==> config.mk <==
export PLATFORM = sky130hd
export DESIGN_NAME = sram_mem_controller
export DESIGN_NICKNAME = d
export VERILOG_FILES = /design/src/rtl/sram_mem_controller.sv
export SDC_FILE = /design/constraint.sdc
export NUM_CORES = 1
export LEC_CHECK = 0
export CAP_MARGIN = 20
export CORE_UTILIZATION = 45
export DETAILED_ROUTE_END_ITERATION = 7
export HOLD_SLACK_MARGIN = 0.12
export PLACE_DENSITY_LB_ADDON = 0.25
export SETUP_SLACK_MARGIN = 0.4
export SKIP_CTS_REPAIR_TIMING = 1
export SYNTH_ARGS = -nofsm -noshare
export SYNTH_HDL_FRONTEND = slang
export SYNTH_SLANG_ARGS = --single-unit
==> constraint.sdc <==
create_clock -name clk -period 3.7 [get_ports clk]
set_input_delay 1.11 -clock clk [delete_from_list [all_inputs] [get_ports clk]]
set_output_delay 1.11 -clock clk [all_outputs]
set_load 0.03 [all_outputs]
==> src/rtl/sram_mem_controller.sv <==
`timescale 1ns/1ps
// MEM-stage load/store responder: one 32-bit access as two half-word cycles on a 16-bit async SRAM.
// Latency: ready low for 2*HALF_CYCLES+1 cycles from the request, then high for one DONE cycle.
// Backpressure: ready drops combinationally on a request in IDLE; inputs are ignored until IDLE returns.
module sram_mem_controller #(
  parameter logic [31:0] BASE_ADDR   = 32'd1024,
  parameter int          SRAM_AW     = 18,
  parameter int          HALF_CYCLES = 3
) (
  input  logic               clk,
  input  logic               rst,
  input  logic               rd_en,
  input  logic               wr_en,
  input  logic [31:0]        address,
  input  logic [31:0]        write_data,
  output logic [31:0]        read_data,
  output logic               ready,
  output logic [SRAM_AW-1:0] sram_addr,
  output logic [15:0]        sram_dq_out,
  input  logic [15:0]        sram_dq_in,
  output logic               sram_dq_oe,
  output logic               sram_we_n,
  output logic               sram_oe_n
);

  localparam int CW = (HALF_CYCLES > 2) ? $clog2(HALF_CYCLES) : 1;
  localparam logic [CW-1:0] CNT_LAST = CW'(HALF_CYCLES - 1);

  typedef enum logic [1:0] {IDLE, LOW, HIGH, DONE} state_t;

  state_t             state, state_nxt;
  logic [CW-1:0]      cnt, cnt_nxt;
  logic               op_wr;
  logic [SRAM_AW-2:0] word_q;
  logic [31:0]        wdata_q;
  logic [15:0]        low_half;
  logic               req;
  logic               last;
  logic [31:0]        offset;
  logic [SRAM_AW-2:0] word_in;
  logic               unused_offset_bits;

  assign req    = rd_en | wr_en;
  assign last   = (cnt == CNT_LAST);
  // Subtraction wraps modulo 2^32; bits above the SRAM range are dropped.
  assign offset  = address - BASE_ADDR;
  assign word_in = offset[SRAM_AW:2];
  assign unused_offset_bits = ^{offset[31:SRAM_AW+1], offset[1:0]};

  always_ff @(posedge clk or negedge rst) begin
    if (!rst) begin
      state <= IDLE;
      cnt   <= '0;
    end else begin
      state <= state_nxt;
      cnt   <= cnt_nxt;
    end
  end

  always_comb begin
    state_nxt   = state;
    cnt_nxt     = cnt;
    ready       = 1'b0;
    sram_addr   = '0;
    sram_dq_out = '0;
    sram_dq_oe  = 1'b0;
    sram_we_n   = 1'b1;
    sram_oe_n   = 1'b1;
    case (state)
      IDLE: begin
        ready   = !req;
        cnt_nxt = '0;
        if (req) begin
          state_nxt = LOW;
          // Present the low half-word address a cycle early for setup.
          sram_addr = {word_in, 1'b0};
        end
      end
      LOW, HIGH: begin
        sram_addr = {word_q, (state == HIGH)};
        if (op_wr) begin
          sram_dq_oe  = 1'b1;
          sram_dq_out = (state == HIGH) ? wdata_q[31:16] : wdata_q[15:0];
          // Strobe released on the final cycle to give address/data hold.
          sram_we_n   = last;
        end else begin
          sram_oe_n = 1'b0;
        end
        if (last) begin
          cnt_nxt   = '0;
          state_nxt = (state == LOW) ? HIGH : DONE;
        end else begin
          cnt_nxt = cnt + 1'b1;
        end
      end
      DONE: begin
        ready     = 1'b1;
        state_nxt = IDLE;
      end
      default: state_nxt = IDLE;
    endcase
  end

  always_ff @(posedge clk or negedge rst) begin
    if (!rst) begin
      op_wr     <= 1'b0;
      word_q    <= '0;
      wdata_q   <= '0;
      low_half  <= '0;
      read_data <= '0;
    end else begin
      if (state == IDLE && req) begin
        op_wr   <= wr_en;
        word_q  <= word_in;
        wdata_q <= write_data;
      end
      if (state == LOW && !op_wr && last)
        low_half <= sram_dq_in;
      if (state == HIGH && !op_wr && last)
        read_data <= {sram_dq_in, low_half};
    end
  end

endmodule

==> impl_results.rst, run 1 <==
.. list-table::
   :header-rows: 1

   * - Metric
     - Value
   * - Net Sw Frac
     - ~43%
   * - Core outline area
     - between 0.009 and 0.01 sq mm
   * - Total gr overflow
     - 0
   * - Run status
     - completed
   * - Number of buffers added on ports
     - ~140
   * - Post-Synthesis Net Count
     - around 520
   * - Antenna fix cells
     - 0
   * - Setup crit start kind
     - input port
   * - Max capacitance violation total
     - 0
   * - Count of pins over their slew limit
     - 0
   * - Maximum net fanout on the critical path
     - 3
   * - Top post-synthesis cells by count
     - sky130_fd_sc_hd__nand2_1 (149), sky130_fd_sc_hd__dfrtp_1 (102), sky130_fd_sc_hd__mux2_2 (36)
   * - Estimated wirelength of the detail-placed design
     - between 6000 and 7000 microns
   * - Critical Path, Cell by Cell
     - buf_8, nor4_4, buf_4, nand3_2, xor2_1, o21ai_1, buf_4
   * - Relative slew margins
     - 55.9%
   * - Final weighted congestion in routability-driven placement
     - 0.792
   * - Clock latency of the later-clocked register in the worst-skew pair
     - between 300 and 400 ps
   * - DR WL/cell
     - about 14 microns
   * - Register share of total power
     - 33.0%
   * - Area share of fa/ha/maj cells after synthesis
     - 1.65%
   * - Number of antenna violations at the first check in global routing
     - 0
   * - Top-count cell post-synth
     - sky130_fd_sc_hd__nand2_1
   * - Area growth from synthesis to layout
     - 42.4%
   * - Seq cells post-synth
     - approximately 100
   * - Unrepaired setup endpoints after global routing
     - true
   * - Final period demand of the worst path
     - around 3300 ps
   * - Count of standard-cell rows
     - 36
   * - Yosys synthesis warning count
     - 0
   * - Number of distinct library cells after synthesis
     - 30
   * - Clock group share of total power
     - approximately an eighth
   * - Number of global-route vias before repair
     - roughly 3.4k
   * - Mean instance size in the synthesized netlist
     - about 11 sq um
   * - Worst clock skew
     - ~15 ps
   * - Fraction of layout cells with a size suffix above 1
     - roughly 22%
   * - Number of detailed-route iterations in the first pass
     - 4
   * - # H-tree levels
     - 3
   * - Post-synthesis compound-gate area fraction
     - about 4.4%
   * - Initial drt markers
     - about 140
   * - Clock tree from TritonCTS
     - done
   * - Hold Crit Class
     - reg2reg
   * - Portion of the clock cycle consumed by the worst path in the final layout
     - between 90 and 100%
   * - Post-synth top area share
     - between 50% and 60%
   * - Xor/xnor cell area share of the yosys netlist
     - 1.35%
   * - Max Freq
     - 300 MHz
   * - Number of instances in the synthesized netlist
     - roughly 430
   * - Setup TNS Final
     - 0 ps
   * - Wire length of the first global-routing pass
     - roughly 16000 microns
   * - Power spent charging and discharging nets
     - around 0.0026 W
   * - Cell type with the highest aggregate area in the netlist
     - sky130_fd_sc_hd__dfrtp_1
   * - Max Root-Sink Buffers
     - 2
   * - Effective utilization at floorplan
     - between 40% and 50%
   * - Synthesized cell area
     - approximately 0.0045 sq mm
   * - Antenna Violating Nets Remaining
     - 0
   * - Clock net sink count
     - about 100
   * - Filler Cell Count
     - 780
   * - Inserted Clock Buffers
     - 9
   * - Count of nets after finishing
     - around 670
   * - Design Power
     - between 0.005 and 0.006 W
   * - Die width
     - a little over 100 microns
   * - Worst supply voltage drop on vdd
     - between 0.0006 and 0.0007 V
   * - Cell at the slowest stage of the critical path
     - sky130_fd_sc_hd__nor4_4
   * - Total of endpoints with negative setup slack in the final report
     - 0
   * - Slowest stage delay, CP
     - about 240 ps
   * - Static leakage
     - around 3.3 nW
   * - Via count normalized by instance count
     - 4.89
   * - Clock-pin slew on the worst setup and hold paths
     - approximately 110 ps
   * - Number of placed I/O pins
     - approximately 150
   * - Remaining design rule violation count
     - 0
   * - Total die area
     - 0.0105 sq mm
   * - Internal cell power
     - approximately 0.0033 W
   * - Combinational family with the most area after synthesis
     - simple AND/OR/NAND/NOR gates
   * - Endpoint required time on the critical path
     - between 2000 and 3000 ps
   * - Via count of the routed design
     - 3517
   * - Post-Synth Simple-Gate Area
     - approximately 17%
   * - Global-route usage over all layers
     - ~20%
   * - Final Hold Vio Count
     - 0
   * - Buffers and inverters on the worst path
     - 3
   * - Endpoint kind of the worst setup timing path
     - primary output
   * - Biggest area contributors in the synthesized netlist
     - sky130_fd_sc_hd__dfrtp_1 (56%), sky130_fd_sc_hd__nand2_1 (12%), sky130_fd_sc_hd__mux2_2 (8.9%), sky130_fd_sc_hd__mux2i_1 (3.5%), sky130_fd_sc_hd__mux2_4 (3.3%)
   * - Data arrival time at the worst-slack endpoint
     - between 2000 and 2500 ps
   * - CP dominant cell by count
     - sky130_fd_sc_hd__buf_4
   * - Category of cells accounting for the largest share of critical-path delay
     - buffers and inverters
   * - Cell at the root of the clock tree
     - sky130_fd_sc_hd__clkbuf_8
   * - Maximum number of pins on one net before global-route repair
     - 55
   * - Multi-input gate area
     - slightly below 0.002 sq mm
   * - Proportion of synthesized area in mux cells
     - between 10% and 20%
   * - Final routed wirelength across all metal layers
     - a little over 10000 microns
   * - Portion of total power attributed to combinational logic
     - ~54%
   * - Synth Flop Type
     - sky130_fd_sc_hd__dfrtp_1
   * - Areal power density over the cells
     - around 920 mW/mm^2
   * - WS Path Type
     - in2out
   * - Slew of the pin with the lowest slew margin
     - around 660 ps
   * - Sequential Area
     - between 0.002 and 0.003 sq mm
   * - Vertical die dimension
     - 102 microns
   * - Async S/R FF share, synth
     - 100%
   * - Fraction of the yosys area taken by sequential cells
     - between 50 and 60%
   * - Post-synth EDFFs
     - 0
area by class of cell:
class | instances | share of cell area (%)
clock buffer | 9 | 1.91
clock inverter | 7 | 1.35
inverter | 6 | 0.348
multi-input combinational | 302 | 29.9
sequential | 102 | 39.5
tap | 133 | 2.57
timing repair buffer | 160 | 24.4
state kept, by name, indices dropped and copies added, names as in the netlist:
name,flops
read_data,32
wdata_q,32
word_q,17
low_half,16
cnt,2
state,2
op_wr,1
per-layer routing:
layer	vias to the layer above	routed length, microns	global-route usage (%)
li1	1700	-	-
met1	1681	4390	25.5
met2	117	5100	32.4
met3	19	594	4.00
met4	0	198	7.47
met5	-	0	0
worst reg2reg max path: cells and delay by family, from the launching register on:
| kind | cells | cell delay [ps] |
|---|---|---|
| buffers and inverters | 3 | 740 |
| flip-flops | 1 | 460 |
| multiplexers | 1 | 410 |
| AND/OR/NAND/NOR | 1 | 210 |
| adder cells (fa/ha/maj) | 1 | 160 |
stage by stage:
stage / hold slack (ps) / util (%) / instance area (sq um) / setup slack, ps / cells
floorplan: 445 / - / 4550 / 340 / 431
global placement: 458 / 62.3 / 6080 / 59.4 / 701
detailed placement: 462 / 62.3 / 6080 / 20.4 / 701
CTS: 486 / 64.4 / 6300 / 11.9 / 717
global route: 508 / 66.2 / 6470 / 245 / 719
finish: 481 / 66.2 / 6470 / 365 / 719
power by group through the flow:
stage          Sequential, W  Clock (W)  Combinational, W
2_1_floorplan        0.00224          0           0.00171
3_3_place_gp         0.00194          0           0.00312
3_5_place_dp         0.00198          0           0.00319
4_1_cts              0.00196   0.000763           0.00320
5_1_grt              0.00202   0.000804           0.00349
6_report             0.00196   0.000744           0.00323
cells in the final DEF, fill, tap and decap left out, drive strengths merged:
master         instances
a22o                   1
nand3                  1
nor3b                  4
o21ai                 15
a22oi                  1
xnor2                  3
nand2                149
inv                   10
bufinv                 1
nor3                   3
nor2                  28
mux2                  48
o21a                   2
buf                   43
a21oi                 12
clkbuf                10
nor4                   1
clkdlybuf4s50         90
o31ai                  1
mux2i                 16
clkinvlp               2
xor2                   4
ha                     6
dfrtp                102
nand2b                 4
a21o                   3
dlymetal6s2s          26
final timing paths:
kind	slack (ps)	end	cells past startpoint	startpoint
setup / recovery	360	sram_addr[17]	7	address[13]
hold / removal	480	wdata_q[5]$_DFFE_PN0P_	2	wdata_q[5]$_DFFE_PN0P_
setup reg to reg	1630	read_data[14]$_DFFE_PN0P_	6	state[0]$_DFFE_PN0P_
hold reg to reg	480	wdata_q[5]$_DFFE_PN0P_	2	wdata_q[5]$_DFFE_PN0P_
max in group asynchronous	2170	state[0]$_DFFE_PN0P_	2	rst
min in group asynchronous	730	read_data[19]$_DFFE_PN0P_	1	rst
logic make-up (layout without fill, tap and decap cells):
| group | count (synthesis) | in the layout |
|---|---|---|
| compound gates | 35 | 35 |
| xor+xnor | 7 | 7 |
| fa+ha+maj | 6 | 6 |
| buf+inv | 27 | 182 |
| flops | 102 | 102 |
| mux | 64 | 64 |
| simple gates | 190 | 190 |
Power figures use the tool's default switching activity.
==> run 2, diff against run 1 <==
--- a/config.mk
+++ b/config.mk
@@ -8,10 +8,11 @@
 export CAP_MARGIN = 20
 export CORE_UTILIZATION = 45
 export DETAILED_ROUTE_END_ITERATION = 7
-export HOLD_SLACK_MARGIN = 0.12
+export HOLD_SLACK_MARGIN = 0.02
 export PLACE_DENSITY_LB_ADDON = 0.25
 export SETUP_SLACK_MARGIN = 0.4
 export SKIP_CTS_REPAIR_TIMING = 1
 export SYNTH_ARGS = -nofsm -noshare
 export SYNTH_HDL_FRONTEND = slang
 export SYNTH_SLANG_ARGS = --single-unit
+export TNS_END_PERCENT = 50
==> run 2 against run 1 <==
  * Worst hold slack better by 2.5 ps
  * Final cell count unchanged
  * Via count shrank 1.0%
  * Final area down 0.89%
  * Sequential cell count unchanged
  * Wire length is 3.9% lower
  * Largest power group unchanged
  * Clock power fell by 4.7%
  * First-iteration DRC count grew 13%
  * Combinational power down 2%
  * Highest routed layer unchanged
  * Die area unchanged
==> impl_results.rst, run 2 (synthesized netlist as in run 1, its figures left out) <==
.. list-table::
   :header-rows: 1

   * - Metric
     - Value
   * - Static leakage
     - a little over 3 nW
   * - Inserted Clock Buffers
     - 9
   * - Slew of the pin with the lowest slew margin
     - between 600 and 700 ps
   * - Endpoint required time on the critical path
     - 2590 ps
   * - Worst reg2reg startpoint
     - state[0]$_DFFE_PN0P_
   * - Initial drt markers
     - about 150
   * - WP depth
     - 6
   * - Final weighted congestion in routability-driven placement
     - roughly 0.85
   * - Final Hold Vio Count
     - 0
   * - Wire length of the first global-routing pass
     - 15400 microns
   * - Number of buffers added on ports
     - 138
   * - Die width
     - 102 microns
   * - Clock tree from TritonCTS
     - done
   * - Global-route usage over all layers
     - between 10% and 20%
   * - Core outline area
     - 0.00977 sq mm
   * - Total gr overflow
     - 0
   * - Total of endpoints with negative setup slack in the final report
     - 0
   * - Via count normalized by instance count
     - between 4 and 5
   * - Net Sw Frac
     - a little over two fifths
   * - Most used cells in the layout excluding fill and tap cells
     - sky130_fd_sc_hd__nand2_1 (148), sky130_fd_sc_hd__dfrtp_1 (102), sky130_fd_sc_hd__clkdlybuf4s50_1 (95), sky130_fd_sc_hd__buf_4 (38), sky130_fd_sc_hd__mux2_2 (36)
   * - Setup TNS Final
     - 0 ps
   * - Count of standard-cell rows
     - 36
   * - Final routed wirelength across all metal layers
     - ~10000 microns
   * - Effective utilization at floorplan
     - 46.5%
   * - Met1 layer usage reported by global route
     - 24.1%
   * - Endpoint kind of the worst setup timing path
     - primary output
   * - Max capacitance violation total
     - 0
   * - Maximum number of pins on one net before global-route repair
     - just over 90
   * - Global route hottest layer
     - met2
   * - Clock-pin slew on the worst setup and hold paths
     - approximately 100 ps
   * - Count of nets after finishing
     - 670
   * - Vertical die dimension
     - 102 microns
   * - Number of antenna violations at the first check in global routing
     - 1
   * - Critical Path, Cell by Cell
     - inv_1, ha_2, nand2_1, buf_4, nor2_1, clkdlybuf4s50_1
   * - Portion of the clock cycle consumed by the worst path in the final layout
     - between 90% and 100%
   * - Multi-input gate area
     - a little under 0.002 sq mm
   * - Area growth from synthesis to layout
     - 41.1%
   * - Final period demand of the worst path
     - 3530 ps
   * - Fraction of layout cells with a size suffix above 1
     - 22.6%
   * - Most common library cell in the layout ignoring fill and taps
     - sky130_fd_sc_hd__nand2_1
   * - # H-tree levels
     - 3
   * - Met2 demand-to-capacity share in global routing
     - a little under a third
   * - Clock group share of total power
     - 12.2%
   * - Post-Route Hold Slack
     - roughly 480 ps
   * - Total die area
     - between 0.01 and 0.015 sq mm
   * - Power spent charging and discharging nets
     - ~0.0025 W
   * - Capture point of the worst reg-to-reg path
     - read_data[22]$_DFFE_PN0P_
   * - Maximum net fanout on the critical path
     - 17
   * - Antenna Violating Nets Remaining
     - 0
   * - Remaining design rule violation count
     - 0
   * - WS Path Type
     - reg2out
   * - Filler Cell Count
     - about 790
   * - Sequential Area
     - between 0.002 and 0.003 sq mm
   * - Design Power
     - a little under 0.006 W
   * - Register share of total power
     - roughly 34%
   * - Max Freq
     - around 280 MHz
   * - Unrepaired setup endpoints after global routing
     - true
   * - Count of pins over their slew limit
     - 0
   * - Run status
     - completed
   * - Clock net sink count
     - roughly 100
   * - Via count of the routed design
     - around 3.5k
   * - Worst R2R Setup Slack
     - ~1500 ps
   * - Internal cell power
     - 0.00331 W
   * - Portion of total power attributed to combinational logic
     - 54.3%
   * - DR WL/cell
     - between 10 and 15 microns
   * - Clock latency of the later-clocked register in the worst-skew pair
     - between 300 and 400 ps
   * - Max Root-Sink Buffers
     - 2
   * - Category of cells accounting for the largest share of critical-path delay
     - buffers and inverters
   * - Worst supply voltage drop on vdd
     - about 0.0006 V
   * - Hold Crit Class
     - reg2reg
   * - Timing startpoint of the critical path
     - state[0]$_DFFE_PN0P_
   * - Cell at the root of the clock tree
     - sky130_fd_sc_hd__clkbuf_8
   * - Met3 GRT Util
     - 4.20%
   * - Worst clock skew
     - about 13 ps
   * - Relative slew margins
     - roughly 60%
   * - Cell at the slowest stage of the critical path
     - sky130_fd_sc_hd__clkdlybuf4s50_1
   * - Setup crit start kind
     - flip-flop
   * - Data arrival time at the worst-slack endpoint
     - approximately 2400 ps
   * - Areal power density over the cells
     - about 910 mW/mm^2
   * - Buffers and inverters on the worst path
     - 3
   * - Number of placed I/O pins
     - around 150
   * - Registers with the most flip-flops
     - read_data (32), wdata_q (32), word_q (17)
   * - Slowest stage delay, CP
     - 670 ps
   * - Critical path endpoint
     - sram_dq_out[2]
   * - Number of detailed-route iterations in the first pass
     - 4
   * - Estimated wirelength of the detail-placed design
     - 6840 microns
   * - Number of global-route vias before repair
     - about 3.4k
   * - Hold path startpoint
     - wdata_q[13]$_DFFE_PN0P_
   * - Register-to-Register Path Depth
     - 6
## run 2: per-stage QoR
step / utilization (%) / setup slack, ps / area [sq um] / std cells
floorplan: - / 340 / 4550 / 431
global placement: 62.1 / 24.5 / 6070 / 700
detailed placement: 62.1 / 25.2 / 6070 / 700
CTS: 64.2 / 14.7 / 6280 / 716
global route: 65.6 / 41.3 / 6410 / 719
finish: 65.6 / 169 / 6410 / 719
## run 2: layout make-up
class / instances / area share [%]
flip-flops and latches: 102 / 39.8
multi-input cells: 302 / 30.6
repair buffers: 159 / 23.5
well taps: 133 / 2.60
clock buffers: 9 / 1.93
clock inverters: 7 / 1.25
inverters: 6 / 0.351
diodes: 1 / 0.0390
## run 2: how the worst min path moves through the flow
stage / end / cells past startpoint
global placement: wdata_q[14]$_DFFE_PN0P_ / 2
CTS: wdata_q[12]$_DFFE_PN0P_ / 2
global route: word_q[1]$_DFFE_PN0P_ / 2
detailed placement: wdata_q[12]$_DFFE_PN0P_ / 2
finish: wdata_q[13]$_DFFE_PN0P_ / 2
floorplan: wdata_q[0]$_DFFE_PN0P_ / 2
## run 2: routing by layer
| layer | share of wire (%) | routed length, microns | vias up |
|---|---|---|---|
| li1 | - | - | 1703 |
| met1 | 43 | 4280 | 1668 |
| met2 | 49 | 4830 | 98 |
| met3 | 6.4 | 630 | 13 |
| met4 | 1.5 | 150 | 0 |
| met5 | 0 | 0 | - |
## run 2: worst min-delay path, delay by kind of cell (launching register included)
kind	cells	cell delay, ps
AND/OR/NAND/NOR	2	100
flip-flops	1	350
## run 2: power groups by stage
stage / registers (W) / logic [W] / clock network, W
floorplan: 0.00224 / 0.00171 / 0
global placement: 0.00194 / 0.00313 / 0
detailed placement: 0.00197 / 0.00318 / 0
CTS: 0.00195 / 0.00319 / 0.000738
global route: 0.00202 / 0.00342 / 0.000783
finish: 0.00195 / 0.00316 / 0.000709
